<file path="src/rtl/alu_arbiter.sv">
// alu_arbiter: round-robin sharing of one registered ALU between two requesters.
//   req0 (execute pipeline) and req1 (address generation) each own a
//   valid/ready request channel and a valid/ready response channel.
//   One operation is in flight at a time: IDLE -> EXEC -> CAPTURE -> RESP.
// Ports:
//   i_clk, i_reset          clock, synchronous active-high reset
//   i_reqN_* / o_reqN_ready request channel N (operands, opcode, shift amount)
//   o_respN_* / i_respN_ready response channel N (result and flags, held)
//   o_alu_* / i_alu_*       operand/control to the ALU, result/flags back
//   o_busy                  high whenever the arbiter is not idle
module alu_arbiter #(
    parameter int unsigned ALU_LATENCY = 1,
    parameter int unsigned FIRST_PRIO  = 0
) (
    input  logic        i_clk,
    input  logic        i_reset,
    input  logic        i_req0_valid,
    output logic        o_req0_ready,
    input  logic [31:0] i_req0_operand_A,
    input  logic [31:0] i_req0_operand_B,
    input  logic [3:0]  i_req0_alu_control,
    input  logic [4:0]  i_req0_shmant,
    input  logic        i_req1_valid,
    output logic        o_req1_ready,
    input  logic [31:0] i_req1_operand_A,
    input  logic [31:0] i_req1_operand_B,
    input  logic [3:0]  i_req1_alu_control,
    input  logic [4:0]  i_req1_shmant,
    output logic        o_resp0_valid,
    input  logic        i_resp0_ready,
    output logic [31:0] o_resp0_result,
    output logic        o_resp0_overflow,
    output logic        o_resp0_zero,
    output logic        o_resp0_less,
    output logic        o_resp1_valid,
    input  logic        i_resp1_ready,
    output logic [31:0] o_resp1_result,
    output logic        o_resp1_overflow,
    output logic        o_resp1_zero,
    output logic        o_resp1_less,
    output logic [31:0] o_alu_operand_A,
    output logic [31:0] o_alu_operand_B,
    output logic [3:0]  o_alu_control,
    output logic [4:0]  o_alu_shmant,
    input  logic [31:0] i_alu_result,
    input  logic        i_alu_overflow,
    input  logic        i_alu_zero,
    input  logic        i_alu_less,
    output logic        o_busy
);

    localparam int unsigned CNT_W = 3;

    localparam logic [1:0] S_IDLE = 2'd0;
    localparam logic [1:0] S_EXEC = 2'd1;
    localparam logic [1:0] S_CAPT = 2'd2;
    localparam logic [1:0] S_RESP = 2'd3;

    logic [1:0]       r_state;
    logic [1:0]       w_state_nxt;
    logic [CNT_W-1:0] r_cnt;
    logic             r_last_grant;
    logic             r_owner;
    logic             w_gnt0;
    logic             w_gnt1;
    logic             w_accept;
    logic             w_resp_hs;

    // On contention the requester that was not served last wins
    assign w_gnt0 = i_req0_valid & (~i_req1_valid | r_last_grant);
    assign w_gnt1 = i_req1_valid & (~i_req0_valid | ~r_last_grant);

    assign o_req0_ready = (r_state == S_IDLE) & w_gnt0;
    assign o_req1_ready = (r_state == S_IDLE) & w_gnt1;
    assign w_accept     = o_req0_ready | o_req1_ready;

    // Only the owner ever has a valid response, so OR-ing both is safe
    assign w_resp_hs = (o_resp0_valid & i_resp0_ready) | (o_resp1_valid & i_resp1_ready);

    assign o_busy = (r_state != S_IDLE);

    // State register
    always_ff @(posedge i_clk) begin
        if (i_reset) begin
            r_state <= S_IDLE;
        end else begin
            r_state <= w_state_nxt;
        end
    end

    // Next-state logic
    always_comb begin
        w_state_nxt = r_state;
        case (r_state)
            S_IDLE: if (w_accept) w_state_nxt = S_EXEC;
            S_EXEC: if (r_cnt == CNT_W'(1)) w_state_nxt = S_CAPT;
            S_CAPT: w_state_nxt = S_RESP;
            S_RESP: if (w_resp_hs) w_state_nxt = S_IDLE;
            default: w_state_nxt = S_IDLE;
        endcase
    end

    // Issue registers double as the ALU drive; they only change on a new issue
    always_ff @(posedge i_clk) begin
        if (i_reset) begin
            r_last_grant     <= (FIRST_PRIO == 0) ? 1'b1 : 1'b0;
            r_owner          <= 1'b0;
            r_cnt            <= '0;
            o_alu_operand_A  <= '0;
            o_alu_operand_B  <= '0;
            o_alu_control    <= '0;
            o_alu_shmant     <= '0;
            o_resp0_valid    <= 1'b0;
            o_resp0_result   <= '0;
            o_resp0_overflow <= 1'b0;
            o_resp0_zero     <= 1'b0;
            o_resp0_less     <= 1'b0;
            o_resp1_valid    <= 1'b0;
            o_resp1_result   <= '0;
            o_resp1_overflow <= 1'b0;
            o_resp1_zero     <= 1'b0;
            o_resp1_less     <= 1'b0;
        end else begin
            case (r_state)
                S_IDLE: begin
                    if (w_accept) begin
                        r_owner      <= w_gnt1;
                        r_last_grant <= w_gnt1;
                        r_cnt        <= CNT_W'(ALU_LATENCY);
                        if (w_gnt1) begin
                            o_alu_operand_A <= i_req1_operand_A;
                            o_alu_operand_B <= i_req1_operand_B;
                            o_alu_control   <= i_req1_alu_control;
                            o_alu_shmant    <= i_req1_shmant;
                        end else begin
                            o_alu_operand_A <= i_req0_operand_A;
                            o_alu_operand_B <= i_req0_operand_B;
                            o_alu_control   <= i_req0_alu_control;
                            o_alu_shmant    <= i_req0_shmant;
                        end
                    end
                end
                S_EXEC: begin
                    r_cnt <= r_cnt - CNT_W'(1);
                end
                S_CAPT: begin
                    if (r_owner) begin
                        o_resp1_valid    <= 1'b1;
                        o_resp1_result   <= i_alu_result;
                        o_resp1_overflow <= i_alu_overflow;
                        o_resp1_zero     <= i_alu_zero;
                        o_resp1_less     <= i_alu_less;
                    end else begin
                        o_resp0_valid    <= 1'b1;
                        o_resp0_result   <= i_alu_result;
                        o_resp0_overflow <= i_alu_overflow;
                        o_resp0_zero     <= i_alu_zero;
                        o_resp0_less     <= i_alu_less;
                    end
                end
                S_RESP: begin
                    if (w_resp_hs) begin
                        o_resp0_valid <= 1'b0;
                        o_resp1_valid <= 1'b0;
                    end
                end
                default: ;
            endcase
        end
    end

endmodule

</file>
<file path="config.mk">
export PLATFORM = sky130hd
export DESIGN_NAME = alu_arbiter
export DESIGN_NICKNAME = d
export VERILOG_FILES = /design/src/rtl/alu_arbiter.sv
export SDC_FILE = /design/constraint.sdc
export NUM_CORES = 1
export LEC_CHECK = 0
export CAP_MARGIN = 15
export CORE_ASPECT_RATIO = 1.1
export CORE_MARGIN = 3
export CORE_UTILIZATION = 35
export DETAILED_ROUTE_END_ITERATION = 12
export HOLD_SLACK_MARGIN = 0.05
export PLACE_DENSITY = 0.79
export SETUP_SLACK_MARGIN = 0.02
export SLEW_MARGIN = 5
export SYNTH_ARGS = -nofsm -noshare
export SYNTH_HDL_FRONTEND = slang
export SYNTH_SLANG_ARGS = --single-unit
</file>
<file path="constraint.sdc">
create_clock -name i_clk -period 1.7 [get_ports i_clk]
set_input_delay 0.51 -clock i_clk [delete_from_list [all_inputs] [get_ports i_clk]]
set_output_delay 0.51 -clock i_clk [all_outputs]
set_load 0.02 [all_outputs]
</file>
==> out/qor.log, run 1 <==
qor: timing.final_min_period_over_clock_period 1.05
qor: clocking.cts_made_buffers 17
qor: clocking.clk_root_buffer_cell sky130_fd_sc_hd__clkbuf_16
qor: grt.grt-ovfl-total 0
qor: flow_run.maxCapViolations 0
qor: yosys.netlist_area 6190 um2
qor: routing.postRouteAntennaNets 0
qor: timing.timing_max_transition_violations_final 0
qor: routing.routed_wl 20.6 mm
qor: worst_setup_path.path_class flop to primary output
qor: timing.maximum_clock_skew_at_final_layout 0.00798 ns
qor: worst_setup_path.critPathTopFamily buffers and inverters
qor: power_and_ir_drop.peakVddDrop 753 uV
qor: worst_setup_path.worstReg2RegStart r_state[1]
qor: timing.whs 0.450 ns
qor: worst_setup_path.worstPathCellList inv_2 -> ha_4 -> buf_4 -> inv_2 -> buf_6
qor: timing.worst-slew-pin-transition 0.400 ns
qor: final_layout.layout-area-overhead-vs-synth 69.9%
qor: yosys.synth_cell_types 33
qor: floorplan.initial_core_util 0.360
qor: yosys.ys_seq_area_frac 0.491
qor: clocking.max-clock-path-buffers 2
qor: placement.placement.io_buffers 334
qor: routing.number_of_design_rule_violations_left_after_detail_routing 0
qor: grt.maximum_number_of_pins_on_one_net_before_global_route_repair 55
qor: yosys.synth.top_cells.by_area sky130_fd_sc_hd__dfxtp_1 49%, sky130_fd_sc_hd__mux2i_1 12%, sky130_fd_sc_hd__a211oi_1 8.8%
qor: yosys.ys_warn_count 0
qor: worst_setup_path.worst_ep_required_time 1.19 ns
qor: final_layout.finalNetCount 1,222
qor: final_layout.antenna-diode-count 0
qor: worst_setup_path.critical_path.endpoint_type primary output
qor: worst_setup_path.timing.reg2reg.setup_slack 0.11 ns
qor: final_layout.fillers 1,509
qor: routing.routedWlPerCell 16.1 um
qor: clocking.cts_sinks 152
qor: clocking.path_clk_slew 0.06 ns
qor: grt.first_global_vias 5,967
qor: yosys.avgSynthCellArea 8.92 um2
qor: clocking.cts.htree.levels 4
qor: min_path.hp-class flop to flop
qor: power_and_ir_drop.power_density 1410 nW/um2
qor: status.failed_checks setup timing
qor: routing.via_per_inst 4.80
qor: routing.vias 6,124
qor: yosys.syn_inst 694
qor: floorplan.placement_rows 50
qor: timing.final_critical_path_setup_slack -0.0842 ns
qor: worst_setup_path.cp_common_cell sky130_fd_sc_hd__inv_2
qor: floorplan.core_region_area 17,200 um2
qor: clocking.worstSkewPairLatency 0.41 ns
qor: worst_setup_path.critical_path_arrival 1.27 ns
qor: power_and_ir_drop.total_leakage_power 4.51 nW
qor: grt.track_usage 0.201
qor: worst_setup_path.cp_max_fo 4
qor: clocking.cts_hold_buffers 0
qor: yosys.ys_seq_elements 152
qor: placement.dpl_cell_area 9890 um2
qor: grt.antenna_violations_before_repair 2
qor: timing.timing.fmax 560 MHz
qor: min_path.worst_hold_startpoint o_resp0_result[16]
qor: final_layout.layout.area.seq 3050 um2
qor: timing.setup_repair_after_global_routing_missed_its_margin yes
qor: placement.dp_hpwl 15.1 mm
qor: clocking.clock_tree_from_tritoncts done
qor: grt.grt_first_pass_wirelength 31.2 mm
qor: status.run_status complete, but fails checks
qor: worst_setup_path.critical_path.reg2reg.endpoint o_alu_operand_A[18]
qor: min_path.min_delay_worst_endpoint o_resp0_result[16]
qor: final_layout.finish.instance_area 10,500 um2
qor: yosys.synth_fp_nets 888
qor: worst_setup_path.crit_buf_inv 4
qor: floorplan.floorplan.die.height 146 um
qor: final_layout.post_route_cells_drive_above_1_share 0.0922
qor: timing.period_needed 1.78 ns
qor: timing.finalHoldViolCount 0
qor: worst_setup_path.critPathMaxStageDelay 0.34 ns
qor: worst_setup_path.critical_path.slowest_cell sky130_fd_sc_hd__dfxtp_2
qor: final_layout.final_util 0.612
qor: worst_setup_path.timing.reg2reg.worst_path_depth 8
qor: floorplan.ios 335
qor: floorplan.chipWidth 133 um
qor: min_path.holdPathStages 2
qor: worst_setup_path.critical_path.startpoint_type flop
qor: routing.detailedRoute.firstPassIterationCount 4
qor: final_layout.multiInputGateArea 2870 um2
qor: floorplan.die_area 19,300 um2
qor: placement.routability_congestion 0.815
qor: timing.timing.final.setup_violations 3
qor: timing.max-slew-margin-rel 0.731
qor: yosys.post-synth-top-area-cell sky130_fd_sc_hd__dfxtp_1
qor: routing.drt-initial-drc-count 206
qor: placement.dp_worst_setup_slack -0.799 ns
qor: yosys.synth_top_area_share 0.491
-- layout by cell type, fill, tap and decap left out, drive strengths merged, types with 3 or more instances in the layout --
cell type	count
clkdlybuf4s50	183
dfxtp	152
nand2	143
dlygate4sd2	137
nor2	77
mux2i	75
a21oi	73
a211oi	73
buf	41
clkbuf	25
inv	12
ha	7
nand2b	6
clkdlybuf4s15	6
bufinv	4
nor3b	3
clkinv	3
-- power by group --
group | switching, mW | internal (mW) | total, mW
logic | 3.32 | 2.66 | 5.98
registers | 0.373 | 4.33 | 4.70
clock network | 1.54 | 2.58 | 4.11
-- through the flow --
step / cells / power [mW] / setup TNS, ns
global route: 1275 / 15.6 / -0.401
detailed placement: 1237 / 10.8 / -49.67
finish: 1275 / 14.8 / -0.199
CTS: 1270 / 14.6 / -0.179
global placement: 1237 / 10.7 / -46.66
floorplan: 694 / 8.00 / 0
-- Yosys cell counts --
| cell | n |
|---|---|
| sky130_fd_sc_hd__dfxtp_1 | 152 |
| sky130_fd_sc_hd__nand2_1 | 143 |
| sky130_fd_sc_hd__nor2_1 | 77 |
| sky130_fd_sc_hd__mux2i_1 | 75 |
| sky130_fd_sc_hd__a211oi_1 | 73 |
| sky130_fd_sc_hd__a21oi_1 | 73 |
| sky130_fd_sc_hd__clkbuf_1 | 35 |
| sky130_fd_sc_hd__buf_1 | 8 |
| sky130_fd_sc_hd__inv_1 | 8 |
| sky130_fd_sc_hd__ha_1 | 7 |
| sky130_fd_sc_hd__buf_12 | 6 |
| sky130_fd_sc_hd__nand2b_1 | 6 |
| sky130_fd_sc_hd__buf_2 | 5 |
| sky130_fd_sc_hd__nor3b_1 | 3 |
| sky130_fd_sc_hd__a2111oi_0 | 2 |
| sky130_fd_sc_hd__nand3_1 | 2 |
| sky130_fd_sc_hd__nor2b_1 | 2 |
| sky130_fd_sc_hd__o21ai_0 | 2 |
| sky130_fd_sc_hd__a21boi_2 | 1 |
| sky130_fd_sc_hd__a221o_1 | 1 |
| sky130_fd_sc_hd__a221oi_1 | 1 |
| sky130_fd_sc_hd__a22oi_1 | 1 |
| sky130_fd_sc_hd__a311oi_1 | 1 |
| sky130_fd_sc_hd__and2_1 | 1 |
| sky130_fd_sc_hd__and3_1 | 1 |
| sky130_fd_sc_hd__buf_4 | 1 |
| sky130_fd_sc_hd__buf_6 | 1 |
| sky130_fd_sc_hd__nand3b_1 | 1 |
| sky130_fd_sc_hd__o21a_1 | 1 |
| sky130_fd_sc_hd__o21bai_1 | 1 |
| sky130_fd_sc_hd__o311ai_0 | 1 |
| sky130_fd_sc_hd__or3b_2 | 1 |
| sky130_fd_sc_hd__xor2_1 | 1 |
-- registers in the layout (all words and copies together), names as in the netlist --
signal,flops
o_resp1_overflow,1
o_resp0_result,32
o_resp1_less,1
o_alu_operand_B,32
o_resp0_less,1
o_alu_control,4
o_alu_shmant,5
o_alu_operand_A,32
o_resp0_valid,1
o_resp1_zero,1
o_resp0_zero,1
o_resp1_result,32
r_owner,1
r_cnt,3
r_state,2
o_resp1_valid,1
o_resp0_overflow,1
r_last_grant,1
-- final cells by class --
cell class,instances,area share
repair buffers,371,0.346
flip-flops and latches,152,0.289
multi-input cells,478,0.272
clock buffers,21,0.0437
well taps,234,0.0278
clock inverters,11,0.0177
inverters,8,0.00285
-- worst reg2reg max path: cells and delay by family, from the launching register on --
kind	cells	cell delay (ns)
buffers and inverters	4	0.49
and+or+nand+nor	1	0.06
adders and majority gates	1	0.18
DFF	1	0.32
AOI/OAI and AO/OA	2	0.45
-- timing repair --
item | CTS | global route
pin swaps | 4 | 1
setup endpoints to repair | 209 | 25
gates resized for setup | 185 | 16
buffers inserted | 0 | 4
gates cloned | 1 | 1
-- how the worst max path moves through the flow --
stage                            start      endpoint  slack [ns]  depth (start not counted)
after global routing        r_state[1]  o_req0_ready       -0.15                          5
after global placement    i_req0_valid  o_req1_ready       -0.78                          5
after floorplan           i_req1_valid  o_req1_ready        0.03                          5
final                       r_state[0]        o_busy       -0.08                          5
after CTS                   r_state[1]  o_req0_ready       -0.09                          5
after detailed placement  i_req1_valid  o_req1_ready       -0.80                          5
-- kinds of logic after synthesis --
group | count (synthesis) | synth area share
AOI/OAI and AO/OA | 158 | 0.163
muxes | 75 | 0.121
adders and majority gates | 7 | 0.0141
xor gates and xnor gates | 1 | 0.00141
buffers and inverters | 64 | 0.0574
DFF | 152 | 0.491
and+or+nand+nor | 237 | 0.151
-- routing by layer --
metal | GRT usage | vias to the layer above | wire length (um)
met4 | 0.0629 | 4 | 393
li1 | - | 3053 | -
met1 | 0.220 | 2780 | 7830
met3 | 0.0719 | 27 | 1940
met5 | 0 | - | 27
met2 | 0.362 | 260 | 10400
Power figures use the tool's default switching activity.
==> inputs of run 2 (changes only) <==
Settings changed: GPL_ROUTABILITY_DRIVEN set to 0, RECOVER_POWER set to 100.
==> results of run 2 <==
Final layout, timing and power as in run 1 (identical DEF).
==> inputs of run 3 (changes only) <==
Settings changed: ABC_AREA set to 1, CORE_UTILIZATION 35 to 36, MAX_ROUTING_LAYER set to met4, PLACE_DENSITY 0.79 to 0.8, SKIP_CTS_REPAIR_TIMING set to 1.
==> out/qor.log, run 3 <==
qor: routing.via_per_inst 4.88
qor: worst_setup_path.timing.reg2reg.setup_slack 0 ns
qor: routing.routedWlPerCell 16.0 um
qor: placement.dp_worst_setup_slack -0.656 ns
qor: clocking.max-clock-path-buffers 2
qor: yosys.yosys.area_share.simple 0.337
qor: power_and_ir_drop.sw_frac_of_total 0.380
qor: clocking.cts.htree.levels 4
qor: power_and_ir_drop.share_clk_of_total_power 0.237
qor: grt.grt-ovfl-total 0
qor: clocking.cts_made_buffers 17
qor: min_path.hp-class flop to flop
qor: floorplan.ios 335
qor: grt.first_global_vias 6,868
qor: timing.finalHoldViolCount 0
qor: yosys.synth-main-ff-cell sky130_fd_sc_hd__dfxtp_1
qor: grt.maximum_number_of_pins_on_one_net_before_global_route_repair 65
qor: clocking.worstSkewPairLatency 0.42 ns
qor: yosys.compound_gate_portion_of_the_synthesized_area 0.117
qor: timing.timing_max_transition_violations_final 0
qor: status.failed_checks setup timing
qor: final_layout.layout.area.seq 3050 um2
qor: final_layout.post_route_cells_drive_above_1_share 0.0783
qor: yosys.dominant_combinational_cell_family_by_area_after_synthesis simple AND/OR/NAND/NOR gates
qor: power_and_ir_drop.power_density 1410 nW/um2
qor: timing.max-slew-margin-rel 0.701
qor: grt.grtUsageMet3 0.0661
qor: routing.drt-initial-drc-count 268
qor: yosys.yosys.cell_count.top_type sky130_fd_sc_hd__nor2_1
qor: routing.vias 7,435
qor: worst_setup_path.timing.reg2reg.worst_path_depth 9
qor: final_layout.multiInputGateArea 3100 um2
qor: yosys.post-synth-top-area-cell sky130_fd_sc_hd__dfxtp_1
qor: timing.whs 0.478 ns
qor: timing.final_min_period_over_clock_period 1.07
qor: flow_run.maxCapViolations 0
qor: worst_setup_path.critical_path.endpoint_type primary output
qor: worst_setup_path.critical_path_arrival 1.31 ns
qor: placement.dp_hpwl 16.9 mm
qor: yosys.synth-async-reset-ratio 0
qor: timing.final_critical_path_setup_slack -0.116 ns
qor: final_layout.fillers 1,467
qor: grt.antenna_violations_before_repair 0
qor: yosys.synth_enable_flop_cells 0
qor: yosys.synth_fp_nets 1,141
qor: worst_setup_path.critical_path.reg2reg.endpoint o_resp0_result[24]
qor: worst_setup_path.worstSetupStartpoint r_state[0]
qor: floorplan.initial_core_util 0.375
qor: status.run_status complete, but fails checks
qor: yosys.ys_seq_elements 152
qor: yosys.avgSynthCellArea 6.88 um2
qor: yosys.synth_top_area_share 0.467
qor: routing.postRouteAntennaNets 0
qor: power_and_ir_drop.total_leakage_power 6.99 nW
qor: yosys.synth.top_cells.by_area sky130_fd_sc_hd__dfxtp_1 47%, sky130_fd_sc_hd__nor2_1 17%, sky130_fd_sc_hd__nand2_1 9.7%
qor: grt.globalRoute.busiestLayer met2
qor: worst_setup_path.cp_max_fo 4
qor: timing.timing.final.setup_violations 4
qor: grt.global_route_track_usage_on_met2 0.377
qor: routing.routed_wl 24.3 mm
qor: final_layout.finalNetCount 1,471
qor: floorplan.floorplan.die.height 147 um
qor: placement.placement.io_buffers 334
qor: min_path.min_delay_worst_endpoint o_resp1_result[7]
qor: yosys.ys_warn_count 0
qor: power_and_ir_drop.net-switching-power 6.02 mW
qor: floorplan.chipWidth 134 um
qor: power_and_ir_drop.peakVddDrop 765 uV
qor: yosys.synth-adder-area-share 0.0134
qor: floorplan.die_area 19,800 um2
qor: worst_setup_path.worstReg2RegStart r_state[0]
qor: grt.track_usage 0.232
qor: final_layout.mostFrequentLayoutCell sky130_fd_sc_hd__nor2_1
qor: timing.maximum_clock_skew_at_final_layout 0.0101 ns
qor: clocking.clock_tree_from_tritoncts done
qor: worst_setup_path.critical_path.startpoint_type flop
qor: final_layout.antenna-diode-count 0
qor: min_path.holdPathStages 2
qor: grt.grt_first_pass_wirelength 36.0 mm
qor: timing.setup_repair_after_global_routing_missed_its_margin yes
qor: yosys.ys_seq_area_frac 0.467
qor: floorplan.core_region_area 17,400 um2
qor: min_path.worst_hold_startpoint o_resp1_result[7]
qor: final_layout.layout_common_cells 295 x sky130_fd_sc_hd__nor2_1, 184 x sky130_fd_sc_hd__clkdlybuf4s50_1, 166 x sky130_fd_sc_hd__nand2_1, 150 x sky130_fd_sc_hd__dfxtp_1, 143 x sky130_fd_sc_hd__dlymetal6s2s_1
qor: yosys.synthMuxAreaShare 0
qor: worst_setup_path.worst_ep_required_time 1.19 ns
qor: timing.timing.fmax 551 MHz
qor: worst_setup_path.path_class flop to primary output
qor: grt.grt_util_met1 0.269
qor: power_and_ir_drop.power.share.sequential 0.317
qor: timing.period_needed 1.82 ns
qor: yosys.post_synth_xor_area_fraction 0
qor: power_and_ir_drop.p_int 9.84 mW
qor: yosys.syn_inst 947
qor: yosys.synth_cell_types 25
qor: yosys.netlist_area 6520 um2
qor: timing.worst-slew-pin-transition 0.449 ns
qor: clocking.cts_sinks 152
qor: routing.detailedRoute.firstPassIterationCount 4
qor: clocking.path_clk_slew 0.06 ns
qor: power_and_ir_drop.combinationalPowerShare 0.446
qor: final_layout.layout-area-overhead-vs-synth 72.7%
qor: routing.number_of_design_rule_violations_left_after_detail_routing 0
qor: clocking.clk_root_buffer_cell sky130_fd_sc_hd__clkbuf_16
qor: floorplan.placement_rows 50
qor: yosys.leading_post_synthesis_cells_by_instance_count 295 x sky130_fd_sc_hd__nor2_1, 169 x sky130_fd_sc_hd__nand2_1, 152 x sky130_fd_sc_hd__dfxtp_1, 81 x sky130_fd_sc_hd__nand3_1, 79 x sky130_fd_sc_hd__o21ai_1
-- run 3: cell types whose count changed after synthesis, moves of 62 or more --
cell | before | now
sky130_fd_sc_hd__nor2_1 | 77 | 295
sky130_fd_sc_hd__nand3_1 | 2 | 81
sky130_fd_sc_hd__o21ai_1 | 0 | 79
sky130_fd_sc_hd__mux2i_1 | 75 | 0
sky130_fd_sc_hd__a211oi_1 | 73 | 0
sky130_fd_sc_hd__a21oi_1 | 73 | 5
sky130_fd_sc_hd__o21ai_0 | 2 | 64
-- run 3: critical path, stage by stage (launching register included) --
cell and delay [ns]:
sky130_fd_sc_hd__dfxtp_2 0.33, sky130_fd_sc_hd__inv_2 0.07, sky130_fd_sc_hd__ha_4 0.18, sky130_fd_sc_hd__nand2_2 0.06, sky130_fd_sc_hd__inv_2 0.06, sky130_fd_sc_hd__nand2_2 0.05
sky130_fd_sc_hd__inv_2 0.05, sky130_fd_sc_hd__buf_6 0.10
-- run 3: metrics by stage --
step / power (mW) / instance area, um2 / util / TNS (ns) / instances
floorplan: 8.70 / 6520 / - / 0 / 947
global placement: 11.9 / 10200 / 0.586 / -43.33 / 1487
detailed placement: 12.0 / 10200 / 0.586 / -45.37 / 1487
CTS: 15.8 / 10800 / 0.620 / -42.16 / 1519
global route: 16.7 / 11300 / 0.647 / -5.85 / 1524
finish: 15.9 / 11300 / 0.647 / -0.157 / 1524
-- run 3: area by class of cell --
type / instances / area share
clock buffer: 19 / 0.0385
clock inverter: 13 / 0.0131
timing repair buffer: 378 / 0.370
sequential: 152 / 0.271
inverter: 18 / 0.00634
tap: 234 / 0.0260
multi-input combinational: 710 / 0.275
-- run 3: cells by family (layout without fill, tap and decap cells) --
family | Yosys count | in the layout
AOI/OAI and AO/OA | 151 | 151
adders and majority gates | 7 | 7
and+or+nand+nor | 551 | 552
buffers and inverters | 86 | 428
DFF | 152 | 152
-- run 3: worst max path at each step --
stage                   endpoint  depth (start not counted)  slack (ns)
floorplan           o_req0_ready                          6        0.16
finish              o_req0_ready                          7       -0.12
detailed placement  o_req0_ready                          6       -0.66
global route        o_req0_ready                          7       -0.19
CTS                 o_req0_ready                          7       -0.77
global placement    o_req0_ready                          6       -0.67
-- run 3: power by group through the flow --
stage	sequential (mW)	combinational [mW]	clock, mW
2_1_floorplan	6.17	2.53	0
3_3_place_gp	5.05	6.83	0
3_5_place_dp	5.09	6.91	0
4_1_cts	5.04	6.95	3.83
5_1_grt	5.14	7.62	3.98
6_report	5.03	7.08	3.75
-- run 3: routing by layer --
metal  wire [um]  up-vias
li1            -     3693
met1        9690     3397
met2       12000      287
met3        1850       58
met4         780        0
met5           0        -
